## src/rtl/fsqrt_sched_pkg.sv

```systemverilog
// Shared FPU definitions for the fsqrt scheduler: default latency, requester
// tags and the integer square-root kernel used by the datapath.
package fsqrt_sched_pkg;

  localparam int unsigned FSQRT_LAT = 2;

  typedef logic req_id_t;

  typedef struct packed {
    logic    valid;
    req_id_t id;
  } tag_t;

  // Restoring square root: one result bit per radicand bit pair, MSB first.
  function automatic logic [24:0] isqrt50(input logic [49:0] rad);
    logic [26:0] rem;
    logic [26:0] trial;
    logic [24:0] root;
    rem  = '0;
    root = '0;
    for (int i = 24; i >= 0; i--) begin
      rem   = {rem[24:0], rad[2*i +: 2]};
      trial = {root, 2'b01};
      if (rem >= trial) begin
        rem  = rem - trial;
        root = {root[23:0], 1'b1};
      end else begin
        root = {root[23:0], 1'b0};
      end
    end
    return root;
  endfunction

endpackage

```

## src/rtl/fsqrt_sched_fsqrt.sv

```systemverilog
// Single-precision square root: combinational core followed by STAGES
// output registers. Denormal inputs are flushed to a signed zero.
module fsqrt_sched_fsqrt
  import fsqrt_sched_pkg::*;
#(
  parameter int unsigned STAGES = FSQRT_LAT - 1
) (
  input  logic        clk,
  input  logic [31:0] x,
  output logic [31:0] y
);

  localparam logic [31:0] QNAN = 32'h7FC0_0000;

  logic        sign;
  logic [7:0]  exp_f;
  logic [22:0] frac;
  logic [49:0] rad;
  logic [24:0] root;
  logic [7:0]  exp_h;
  logic [30:0] mag;
  logic [31:0] y_c;

  assign sign  = x[31];
  assign exp_f = x[30:23];
  assign frac  = x[22:0];

  // An odd unbiased exponent (even biased) moves one factor of two into the radicand.
  assign rad   = exp_f[0] ? {2'b01, frac, 25'd0} : {1'b1, frac, 26'd0};
  assign root  = isqrt50(rad);
  assign exp_h = 8'((9'(exp_f) + 9'd127) >> 1);

  // root[24] is the hidden one, so it lands in the exponent field; root[0] rounds.
  assign mag = {exp_h - 8'd1, 23'd0} + 31'(root[24:1]) + 31'(root[0]);

  // NOTE: every output of a combinational block gets a default first, so no
  // path through the branches can leave it unassigned and infer a latch.
  always_comb begin
    y_c = {1'b0, mag};
    if (exp_f == 8'd0) begin
      y_c = {sign, 31'd0};
    end else if (exp_f == 8'hFF) begin
      y_c = (frac != 23'd0 || sign) ? QNAN : 32'h7F80_0000;
    end else if (sign) begin
      y_c = QNAN;
    end
  end

  if (STAGES == 0) begin : g_comb
    assign y = y_c;
  end else begin : g_pipe
    logic [31:0] pipe_q [STAGES];

    // NOTE: pure datapath registers carry no reset; the tag pipe alongside
    // decides validity, so stale values here are never observed.
    always_ff @(posedge clk) begin
      pipe_q[0] <= y_c;
      for (int i = 1; i < int'(STAGES); i++) begin
        pipe_q[i] <= pipe_q[i-1];
      end
    end

    assign y = pipe_q[STAGES-1];
  end

endmodule

```

## src/rtl/fsqrt_sched.sv

```systemverilog
// Two-requester round-robin front end for a shared pipelined fsqrt, with a
// tag pipe that steers each result back to the port that issued it.
module fsqrt_sched
  import fsqrt_sched_pkg::*;
#(
  parameter int unsigned LAT  = FSQRT_LAT,
  parameter int unsigned CNTW = 16
) (
  input  logic            clk,
  input  logic            rst,
  input  logic            req0_valid,
  input  logic [31:0]     req0_x,
  output logic            req0_ready,
  input  logic            req1_valid,
  input  logic [31:0]     req1_x,
  output logic            req1_ready,
  output logic            res0_valid,
  output logic [31:0]     res0_y,
  output logic            res1_valid,
  output logic [31:0]     res1_y,
  output logic            busy,
  output logic [CNTW-1:0] issue_cnt
);

  localparam int unsigned IFW = $clog2(LAT + 2);

  req_id_t         prio_q, prio_d;
  req_id_t         gnt_id;
  logic            xfer;
  logic [1:0]      issue_v;
  logic [31:0]     x_q, x_d;
  logic [31:0]     y;
  tag_t [LAT-1:0]  tag_q, tag_d;
  logic [1:0]      res_valid_q, res_valid_d;
  logic [31:0]     res_y_q [2];
  logic [31:0]     res_y_d [2];
  logic [IFW-1:0]  inflight_q [2];
  logic [IFW-1:0]  inflight_d [2];
  logic [CNTW-1:0] cnt_q, cnt_d;

  // prio_q names the requester that wins when both are valid.
  always_comb begin
    req0_ready = 1'b0;
    req1_ready = 1'b0;
    if (!rst) begin
      if (req0_valid && (!req1_valid || prio_q == 1'b0)) begin
        req0_ready = 1'b1;
      end else if (req1_valid) begin
        req1_ready = 1'b1;
      end
    end
  end

  assign issue_v = {req1_ready, req0_ready};
  assign xfer    = |issue_v;
  assign gnt_id  = req1_ready;

  always_comb begin
    prio_d      = prio_q;
    x_d         = x_q;
    cnt_d       = cnt_q;
    res_valid_d = '0;
    tag_d[0]    = '{valid: xfer, id: gnt_id};
    for (int i = 1; i < int'(LAT); i++) begin
      tag_d[i] = tag_q[i-1];
    end
    if (xfer) begin
      prio_d = ~gnt_id;
      x_d    = gnt_id ? req1_x : req0_x;
      cnt_d  = cnt_q + CNTW'(1);
    end
    for (int p = 0; p < 2; p++) begin
      res_valid_d[p] = tag_q[LAT-1].valid && (tag_q[LAT-1].id == req_id_t'(p));
      res_y_d[p]     = res_valid_d[p] ? y : res_y_q[p];
      inflight_d[p]  = inflight_q[p];
      if (issue_v[p] && !res_valid_d[p]) begin
        inflight_d[p] = inflight_q[p] + IFW'(1);
      end else if (!issue_v[p] && res_valid_d[p]) begin
        inflight_d[p] = inflight_q[p] - IFW'(1);
      end
    end
  end

  // NOTE: state registers use non-blocking assignments so every flop samples
  // the pre-edge values regardless of statement order.
  always_ff @(posedge clk) begin
    if (rst) begin
      prio_q      <= 1'b0;
      x_q         <= '0;
      tag_q       <= '0;
      res_valid_q <= '0;
      cnt_q       <= '0;
      for (int p = 0; p < 2; p++) begin
        res_y_q[p]    <= '0;
        inflight_q[p] <= '0;
      end
    end else begin
      prio_q      <= prio_d;
      x_q         <= x_d;
      tag_q       <= tag_d;
      res_valid_q <= res_valid_d;
      cnt_q       <= cnt_d;
      for (int p = 0; p < 2; p++) begin
        res_y_q[p]    <= res_y_d[p];
        inflight_q[p] <= inflight_d[p];
      end
    end
  end

  fsqrt_sched_fsqrt #(
    .STAGES(LAT - 1)
  ) u_fsqrt (
    .clk(clk),
    .x  (x_q),
    .y  (y)
  );

  assign res0_valid = res_valid_q[0];
  assign res1_valid = res_valid_q[1];
  assign res0_y     = res_y_q[0];
  assign res1_y     = res_y_q[1];
  assign busy       = (inflight_q[0] != '0) || (inflight_q[1] != '0);
  assign issue_cnt  = cnt_q;

endmodule

```

## config.mk

```make
export PLATFORM = sky130hd
export DESIGN_NAME = fsqrt_sched
export DESIGN_NICKNAME = d
export VERILOG_FILES = /design/src/rtl/fsqrt_sched_pkg.sv /design/src/rtl/fsqrt_sched_fsqrt.sv /design/src/rtl/fsqrt_sched.sv
export SDC_FILE = /design/constraint.sdc
export NUM_CORES = 1
export LEC_CHECK = 0
export ABC_AREA = 1
export CAP_MARGIN = 20
export CORE_UTILIZATION = 40
export DETAILED_ROUTE_END_ITERATION = 10
export PLACE_DENSITY_LB_ADDON = 0.3
export SLEW_MARGIN = 30
export SYNTH_ARGS = -nofsm -noshare
export SYNTH_HDL_FRONTEND = slang
export SYNTH_HIERARCHICAL = 1
export SYNTH_SLANG_ARGS = --single-unit
```

## constraint.sdc

```tcl
create_clock -name clk -period 87.1 [get_ports clk]
set_input_delay 17.42 -clock clk [delete_from_list [all_inputs] [get_ports clk]]
set_output_delay 17.42 -clock clk [all_outputs]
set_load 0.02 [all_outputs]
```

# Word level (Yosys, flattened, before mapping)
# Memory sizes are Yosys's and may differ from the RTL's.
# Index checks and enable logic that the tools add are counted.
dict set report totals {
  register_bits 55
  ram_bits 100
  in_bits 68
  out_inout_bits 85
  n_memories 3
}
# memory words width rd rd_ports_with_merged_regs wr line
set memory_table {}
lappend memory_table {res_y_q 2 32 2 0 2 fsqrt_sched.sv:35} ;# logic [31:0] res_y_q [2];
lappend memory_table {u_fsqrt.g_pipe.pipe_q 1 32 1 0 1 fsqrt_sched_fsqrt.sv:52} ;# logic [31:0] pipe_q [STAGES];
lappend memory_table {inflight_q 2 2 2 0 2 fsqrt_sched.sv:37} ;# logic [IFW-1:0] inflight_q [2];
dict set report classes {
  n_addsub 33
  n_lt_le_gt_ge 25
  eq_ne 1
  mux 73
  bitwise_logic 7
  n_reduce_logical 20
}
# cell count
set op_table {}
lappend op_table {{$mux 25} 24}
lappend op_table {{$mux 32} 7}
lappend op_table {{$mux 50} 1}
lappend op_table {{$mux 1} 33}
lappend op_table {{$add 31x1->31} 1}
lappend op_table {{$add 31x24->31} 1}
lappend op_table {{$mux 31} 1}
lappend op_table {{$ge 27x10->1} 1}
lappend op_table {{$ge 27x11->1} 1}
lappend op_table {{$ge 27x12->1} 1}
lappend op_table {{$ge 27x13->1} 1}
lappend op_table {{$ge 27x14->1} 1}
lappend op_table {{$ge 27x15->1} 1}
lappend op_table {{$ge 27x16->1} 1}
lappend op_table {{$ge 27x17->1} 1}
lappend op_table {{$ge 27x18->1} 1}
lappend op_table {{$ge 27x19->1} 1}
lappend op_table {{$ge 27x20->1} 1}
lappend op_table {{$ge 27x21->1} 1}
lappend op_table {{$ge 27x22->1} 1}
lappend op_table {{$ge 27x23->1} 1}
lappend op_table {{$ge 27x24->1} 1}
lappend op_table {{$ge 27x25->1} 1}
lappend op_table {{$ge 27x26->1} 1}
lappend op_table {{49 further kinds} 74}

# Longest topological paths before layout
# Gate-level depths: netlist (run 1).
dict set report depth {
  ltp_word 55
  depth_mapped 380
}

# Hierarchy
# Netlist (run 1), hierarchy kept.
# module instances cells_per_inst area_each_um2
set modules_own_cells {}
lappend modules_own_cells {fsqrt_sched_fsqrt 1 5093 29358.2}
lappend modules_own_cells {fsqrt_sched 1 676 5250.0}

# Least setup slack after synthesis (run 1)
# No wires, ideal clock.
dict set report synth_path {
  kind {register to register}
  startpoint {reg x_q[23]}
  endpoint {mem u_fsqrt.g_pipe.pipe_q[0][28]}
  arrival_ns 52.894
  required_ns 86.981
  setup_slack_ns 34.087
  stages_incl_launch_ff 332
  n_path_buf 45
  period_less_slack_ns 53.013
  path_cell_list {dfxtp_1 > buf_6 > buf_6 > clkbuf_1 > buf_6 > clkbuf_1 > o21ai_0 > ha_1 > inv_1 > nand2_1 > o21ai_1 > o22ai_1 > ha_1 > nand2_1 > nor2_1 > nand4_1 > nand2_1 > nor2_4 > (+296 left out) > inv_1 > nand2_1 > inv_1 > nand2_1 > nor3_1 > nand3_1 > nor3_1 > nand2_1 > nor2_1 > inv_1 > nor4_1 > nor2_1 > inv_1 > nand2_1 > inv_1 > a31oi_1 > o31ai_1 > inv_1}
}
dict set report synth_between {
  elab_chain_cells 55
  elab_cells_between_ends 108
  classes_between {28 x add/sub; 25 x order compare; 1 x eq/ne; 53 x mux; 1 x reduce/logical}
}
# element line
set synth_rtl {}
lappend synth_rtl {{from (decl)} fsqrt_sched.sv:31} ;# logic [31:0] x_q, x_d;
lappend synth_rtl {{from (signal assigned)} fsqrt_sched.sv:89} ;# x_q <= '0;
lappend synth_rtl {{from (signal assigned)} fsqrt_sched.sv:99} ;# x_q <= x_d;
lappend synth_rtl {{$mux 50} fsqrt_sched_fsqrt.sv:29} ;# assign rad = exp_f[0] ? {2'b01, frac, 25'd0} : {1'b1, frac, 26'd0};
lappend synth_rtl {{$sub 2x1->3 or $ge 2x1->1 (tied branches)} {fsqrt_sched_pkg.sv:25, fsqrt_sched_pkg.sv:24}}
lappend synth_rtl {{$mux 25 or $mux 1 (tied branches)} fsqrt_sched_pkg.sv:24} ;# if (rem >= trial) begin
lappend synth_rtl {{$sub 25x3->25 or $ge 27x3->1 (tied branches)} {fsqrt_sched_pkg.sv:25, fsqrt_sched_pkg.sv:24}}
lappend synth_rtl {{$mux 25 or $mux 1 (tied branches)} fsqrt_sched_pkg.sv:24}
lappend synth_rtl {{$sub 25x4->25 or $ge 27x4->1 (tied branches)} {fsqrt_sched_pkg.sv:25, fsqrt_sched_pkg.sv:24}}
lappend synth_rtl {{$mux 25 or $mux 1 (tied branches)} fsqrt_sched_pkg.sv:24}
lappend synth_rtl {{$sub 25x5->25 or $ge 27x5->1 (tied branches)} {fsqrt_sched_pkg.sv:25, fsqrt_sched_pkg.sv:24}}
lappend synth_rtl {{(+39 left out)} -}
lappend synth_rtl {{$sub 25x25->25 or $ge 27x25->1 (tied branches)} {fsqrt_sched_pkg.sv:25, fsqrt_sched_pkg.sv:24}}
lappend synth_rtl {{$mux 25 or $mux 1 (tied branches)} fsqrt_sched_pkg.sv:24}
lappend synth_rtl {{$ge 27x26->1} fsqrt_sched_pkg.sv:24}
lappend synth_rtl {{$mux 1} fsqrt_sched_pkg.sv:24}
lappend synth_rtl {{$add 31x1->31} fsqrt_sched_fsqrt.sv:34} ;# assign mag = {exp_h - 8'd1, 23'd0} + 31'(root[24:1]) + 31'(root[0]);
lappend synth_rtl {{$mux 31} fsqrt_sched_fsqrt.sv:44} ;# end else if (sign) begin
lappend synth_rtl {{$mux 32} fsqrt_sched_fsqrt.sv:42} ;# end else if (exp_f == 8'hFF) begin
lappend synth_rtl {{$mux 32 *} fsqrt_sched_fsqrt.sv:40} ;# if (exp_f == 8'd0) begin
lappend synth_rtl {{to (decl)} fsqrt_sched_fsqrt.sv:52}
# Every way passes the cells marked *; elsewhere a longest branch is shown, timed or not.

# Final worst setup path (run 1)
dict set report layout_path {
  startpoint {reg x_q[23]}
  endpoint {mem u_fsqrt.g_pipe.pipe_q[0][27]}
}
# Same word-level chain as after synthesis.

==> impl_metrics.csv, run 1 <==
group,metric,value,unit
clock_network,cts_max_level,4,
floorplanning,start_util,40.5,%
routing,vias_per_cell,5.33,
synthesis,netlist_instances,5769,
cells_and_area,drive_above_1_share,11.6,%
routing,dr_total_vias,37400,
routing,wl,116000,um
placed_design,place.gp.congestion,0.978,
synthesis,yosys-top-cells-area,"nand2_1 (15%), ha_1 (12%), dfxtp_1 (9.0%)",
setup_path,crit_top_cell,"nand2_1",
synthesis,synth-seq-cells,155,
routing,drc,0,
clock_network,cts.sinks,155,
clock_network,cts_tree,"done",
global_route,grt_max_degree,64,
routing,dr.pass1.iters,6,
setup_path,slowest_stage,"dfxtp_2",
synthesis,yosysMostFrequentCell,"nand2_1",
placed_design,place_hpwl,93100,um
routing,routed-wl-met3,6390,um
routing,wl_met2,50100,um
floorplanning,ioPinCount,153,
global_route,grt_usage,25.9,%
timing,post-route-period-util,67.9,%
clock_network,hold_buffers,0,
floorplanning,rows,107,
setup_path,crit_type,"flop to flop",
clock_network,clockBufferDepth,2,
routing,highest_layer,"met4",
timing,setup_viol,0,
timing,fin_skew,23.4,ps
timing,max_freq,16.9,MHz
timing,slew_headroom,33.8,%
timing,tightest_slew,986,ps
setup_path,path_buf_inv,51,
global_route,antenna_found_initial,1,
timing,setup_tns,0,ps
run,max_cap_violations,0,
floorplanning,die_y,296,um
timing,rsz0062_at_grt,"false",
synthesis,yosysSeqAreaShare,8.97,%
synthesis,ys.flop_type,"dfxtp_1",
timing,hold_viol,0,
setup_path,crit_path_start_kind,"flop",
floorplanning,die_x,296,um
min_path,worstHoldPathType,"flop to flop",
setup_path,cp_num_cells,296,
setup_path,crit_arrival,59490,ps
synthesis,postSynthAreaPerCell,6.00,sq um
setup_path,required,87490,ps
clock_network,cts-root-buf,"clkbuf_16",
routing,post_drt_wl_per_cell,16.5,um
routing,antenna_left,0,
setup_path,end_kind,"flop",
global_route,overflow,0,
synthesis,synth_edf_count,0,
cells_and_area,final_nets,6258,
synthesis,synthArstFlopShare,0,%
routing,wl_met1,56400,um
synthesis,synth.distinct_cells,76,
min_path,hold_path_depth,2,
synthesis,synth.cell_area,0.0346,sq mm
clock_network,post_cts_buffers,0,
timing,post-route-min-period,59100,ps
outcome,status,"finished, final reports clean",
synthesis,synthTopCellsByCount,"nand2_1 (1419), inv_1 (671), nor2_1 (559)",
synthesis,yosys_warnings,6,
synthesis,yosysTopAreaCell,"nand2_1",
floorplanning,core,0.0854,sq mm
routing,drtIter0Drc,3265,
setup_path,max_stage_delay,900,ps
clock_network,cts.clk_slew.worst_paths,80,ps
clock_network,clock_latency,500,ps
global_route,grt_pass1_vias,33700,
clock_network,cts_inserted_buffers,17,
setup_path,crit_fanout,47,
global_route,grt_pass1_wl,182000,um
floorplanning,dieArea,0.0877,sq mm
setup_path,reg2reg_depth,296,
setup_path,path_delay_family,"compound AO/OA/AOI/OAI gates",
cells_and_area,n_fill_cell,9285,
placed_design,io_buffers,152,
cells_and_area,area_growth,8.00,%
synthesis,synth_top_area_share,15.4,%
clock_network,cts_resized,0,
timing,slew_violations,0,
[cells by family (layout without fill, tap and decap cells)]
family / after synthesis / after routing / share of synthesized area [%]
AND/OR/NAND/NOR: 3044 / 3044 / 42.5
adder cells (fa/ha/maj): 342 / 342 / 12.4
flip-flops: 155 / 155 / 8.97
buffers and inverters: 905 / 974 / 11.7
other: 2 / 26 / 0.0217
AO/OA/AOI/OAI: 1040 / 1040 / 17.3
multiplexers: 6 / 6 / 0.174
XOR/XNOR: 275 / 275 / 6.96
[state kept, by name (all words and copies together) (netlist names)]
register	count
res_valid_q	2
x_q	32
tag_d	2
issue_cnt	16
tag_q	2
u_fsqrt/g_pipe.pipe_q	32
prio_q	1
res_y_q	64
inflight_q	4
[metrics by stage]
step | setup slack [ps] | hold WS (ps) | std cells | area (sq um) | util, %
after global placement | 29950 | 393 | 6973 | 36800 | 43.0
after CTS | 28910 | 395 | 7005 | 37400 | 43.8
final | 28000 | 395 | 7006 | 37400 | 43.8
after floorplan | 34090 | 388 | 5792 | 34700 | -
after detailed placement | 29090 | 392 | 6973 | 36800 | 43.0
after global routing | 22750 | 426 | 7005 | 37400 | 43.8
[worst min-delay path, stage by stage, from the launching register on]
cell and delay (ps):
dfxtp_1 300, inv_1 40, nor2_1 30
[metal layers]
layer / vias up / global-route usage, %
met5: - / 0
met4: 0 / 6.88
met3: 110 / 2.14
met2: 1099 / 41.4
met1: 17100 / 36.8
li1: 19100 / -
[worst paths after layout]
path / startpoint / end / slack [ps]
min: tag_d[2] / tag_q[2] / 390
min reg2reg: tag_d[2] / tag_q[2] / 390
max reg2reg: x_q[23] / u_fsqrt/g_pipe.pipe_q[0][27] / 28000
max: x_q[23] / u_fsqrt/g_pipe.pipe_q[0][27] / 28000
[final cells by class]
class	instances	area (sq um)	area share, %
multi-input combinational	4732	27600	73.8
sequential	155	3100	8.30
inverter	769	2970	7.93
timing repair buffer	173	1680	4.49
tap	1144	1430	3.83
clock buffer	17	425	1.14
clock inverter	15	191	0.512
antenna	1	2.50	0.00669
[cells in the final DEF, fill, tap and decap left out, types with 10 or more instances in the layout]
master,n
a21oi_1,330
o21a_1,27
buf_4,21
a21o_1,19
nand2_1,1418
a21boi_0,10
nor2_1,555
o21ai_1,54
nand2_4,63
conb_1,25
inv_1,671
nand3_1,353
nor2_2,60
clkinv_1,18
o211ai_1,24
o21bai_1,32
nor2_4,36
xor2_1,131
nand3_4,13
ha_1,341
or2_2,18
nand3_2,93
o21ai_0,425
dfxtp_1,154
nand3b_1,38
xnor2_1,144
nand4_1,123
clkdlybuf4s50_1,152
a31oi_1,21
inv_2,61
nor3_1,56
clkbuf_16,17
nand2_2,188
o211ai_2,25
o21ai_2,25
Power of run 1 is not shown: default switching activity piles up to over one toggle a cycle in this logic, so the estimate is an artifact.
==> run 2, diff against run 1 <==
==> constraint.sdc (replaced) <==
create_clock -name clk -period 55.7 [get_ports clk]
set_input_delay 11.14 -clock clk [delete_from_list [all_inputs] [get_ports clk]]
set_output_delay 11.14 -clock clk [all_outputs]
set_load 0.02 [all_outputs]
==> run 2 against run 1 <==
  * Sequential cell count did not move
  * Fmax rose by 15%
  * Register-to-register slack got worse by 23000 ps
  * Core utilization rose by 0.52 points
  * Critical endpoint is now u_fsqrt/g_pipe.pipe_q[0][29]
  * Global-route usage rose by 0.58 points
  * Worst hold slack improved by 1.9 ps
  * Critical path type unchanged
  * First-iteration DRC count fell by 1.3%
==> impl_metrics.csv, run 2 (synthesized netlist as in run 1, its figures left out) <==
group,metric,value,unit
outcome,status,"finished, final reports clean",
setup_path,crit_path_start_kind,"flop",
setup_path,rr_startpoint,"x_q[22]",
global_route,grt_pass1_vias,34000,
floorplanning,ioPinCount,153,
setup_path,crit_top_cell,"nand2_1",
floorplanning,die_y,296,um
routing,drc,0,
routing,post_drt_wl_per_cell,16.8,um
clock_network,hold_buffers,0,
setup_path,crit_arrival,51610,ps
routing,vias_per_cell,5.32,
cells_and_area,largest_reg_flops,64,
clock_network,clockBufferDepth,2,
clock_network,clock_latency,530,ps
cells_and_area,n_fill_cell,9256,
timing,post-route-min-period,51200,ps
min_path,holdCritStartpoint,"tag_d[3]",
setup_path,max_stage_delay,490,ps
clock_network,cts-root-buf,"clkbuf_16",
global_route,overflow,0,
floorplanning,rows,107,
routing,wl,118000,um
placed_design,place_hpwl,95200,um
placed_design,io_buffers,152,
cells_and_area,reg_top3,"res_y_q (64), u_fsqrt/g_pipe.pipe_q (32), x_q (32)",
timing,setup_viol,0,
floorplanning,core,0.0854,sq mm
timing,fin_skew,30.2,ps
clock_network,cts_max_level,4,
setup_path,slowest_stage,"dfxtp_2",
run,max_cap_violations,0,
timing,max_freq,19.5,MHz
timing,setup_tns,0,ps
setup_path,r2r-end,"u_fsqrt/g_pipe.pipe_q[0][29]",
timing,post-route-period-util,91.9,%
clock_network,cts_tree,"done",
routing,dr.pass1.iters,6,
min_path,hold_path_depth,2,
min_path,worstHoldPathType,"flop to flop",
clock_network,cts.sinks,155,
timing,hold_viol,0,
placed_design,place.gp.congestion,0.996,
global_route,grt_usage,26.4,%
setup_path,crit_type,"flop to flop",
cells_and_area,final_common_cell,"nand2_1",
setup_path,r2r_slack,4500,ps
cells_and_area,multi_input_area,0.0277,sq mm
global_route,grt_pass1_wl,185000,um
cells_and_area,area_growth,9.30,%
routing,antenna_left,0,
timing,tightest_slew,915,ps
routing,drtIter0Drc,3224,
timing,slew_violations,0,
floorplanning,start_util,40.5,%
clock_network,cts.clk_slew.worst_paths,80,ps
global_route,grt_max_degree,66,
min_path,hold_end,"tag_q[3]",
routing,dr_total_vias,37500,
floorplanning,die_x,296,um
clock_network,cts_inserted_buffers,17,
floorplanning,dieArea,0.0877,sq mm
cells_and_area,regMostFlops,"res_y_q",
timing,slew_headroom,38.2,%
setup_path,crit_fanout,40,
cells_and_area,register_area,0.00311,sq mm
setup_path,reg2reg_depth,303,
cells_and_area,final_nets,6297,
setup_path,required,56120,ps
global_route,antenna_found_initial,0,
cells_and_area,final_cell_mix,"nand2_1 (1418), inv_1 (666), nor2_1 (555)",
setup_path,end_kind,"flop",
cells_and_area,drive_above_1_share,12.3,%
-- run 2: worst max-delay path by stage --
stage / startpoint / endpoint / slack, ps / cells after the start
after floorplan: x_q[23] / u_fsqrt/g_pipe.pipe_q[0][28] / 2690 / 331
after global placement: x_q[23] / u_fsqrt/g_pipe.pipe_q[0][29] / 1100 / 293
after detailed placement: x_q[23] / u_fsqrt/g_pipe.pipe_q[0][29] / 940 / 297
after CTS: x_q[23] / u_fsqrt/g_pipe.pipe_q[0][29] / 750 / 300
after global routing: x_q[22] / u_fsqrt/g_pipe.pipe_q[0][29] / -40 / 318
final: x_q[22] / u_fsqrt/g_pipe.pipe_q[0][29] / 4500 / 303
-- run 2: timing repair --
item	CTS	global route
endpoints found under the setup margin	0	31
buffers inserted	0	15
resized for setup	0	61
-- run 2: layout make-up --
| class | count | area share, % |
|---|---|---|
| multi-input combinational | 4734 | 73.2 |
| sequential | 155 | 8.22 |
| antenna | 1 | 0.00662 |
| clock inverter | 15 | 0.496 |
| timing repair inverter | 1 | 0.0132 |
| inverter | 769 | 7.96 |
| timing repair buffer | 209 | 5.18 |
| tap | 1144 | 3.78 |
| clock buffer | 17 | 1.12 |
-- run 2: metrics by stage --
stage,worst slack (ps),area [sq um],util (%),hold slack [ps],std cells
6_report,4500,37800,44.3,397,7045
5_1_grt,-43.8,37800,44.3,416,7044
4_1_cts,755,37500,43.9,397,7026
3_5_place_dp,942,36900,43.2,395,6994
3_3_place_gp,1100,36900,43.2,398,6994
2_1_floorplan,2690,34700,-,388,5792
-- run 2: routing by layer --
layer	vias up	track usage [%]	wire length [um]
li1	19200	-	-
met1	17100	37.8	57700
met2	1061	41.9	51300
met3	145	2.21	6480
met4	0	7.57	2850
met5	-	0	0
-- run 2: worst max-delay path, delay by kind of cell (launching register included) --
family                   cells  cell delay (ps)
XOR/XNOR                     6              990
buffers and inverters       53             6980
flip-flops                   1              490
adder cells (fa/ha/maj)     27             8560
AO/OA/AOI/OAI               88            16700
AND/OR/NAND/NOR            128            16880
multiplexers                 1              230
Power of run 2 is left out for the same reason.
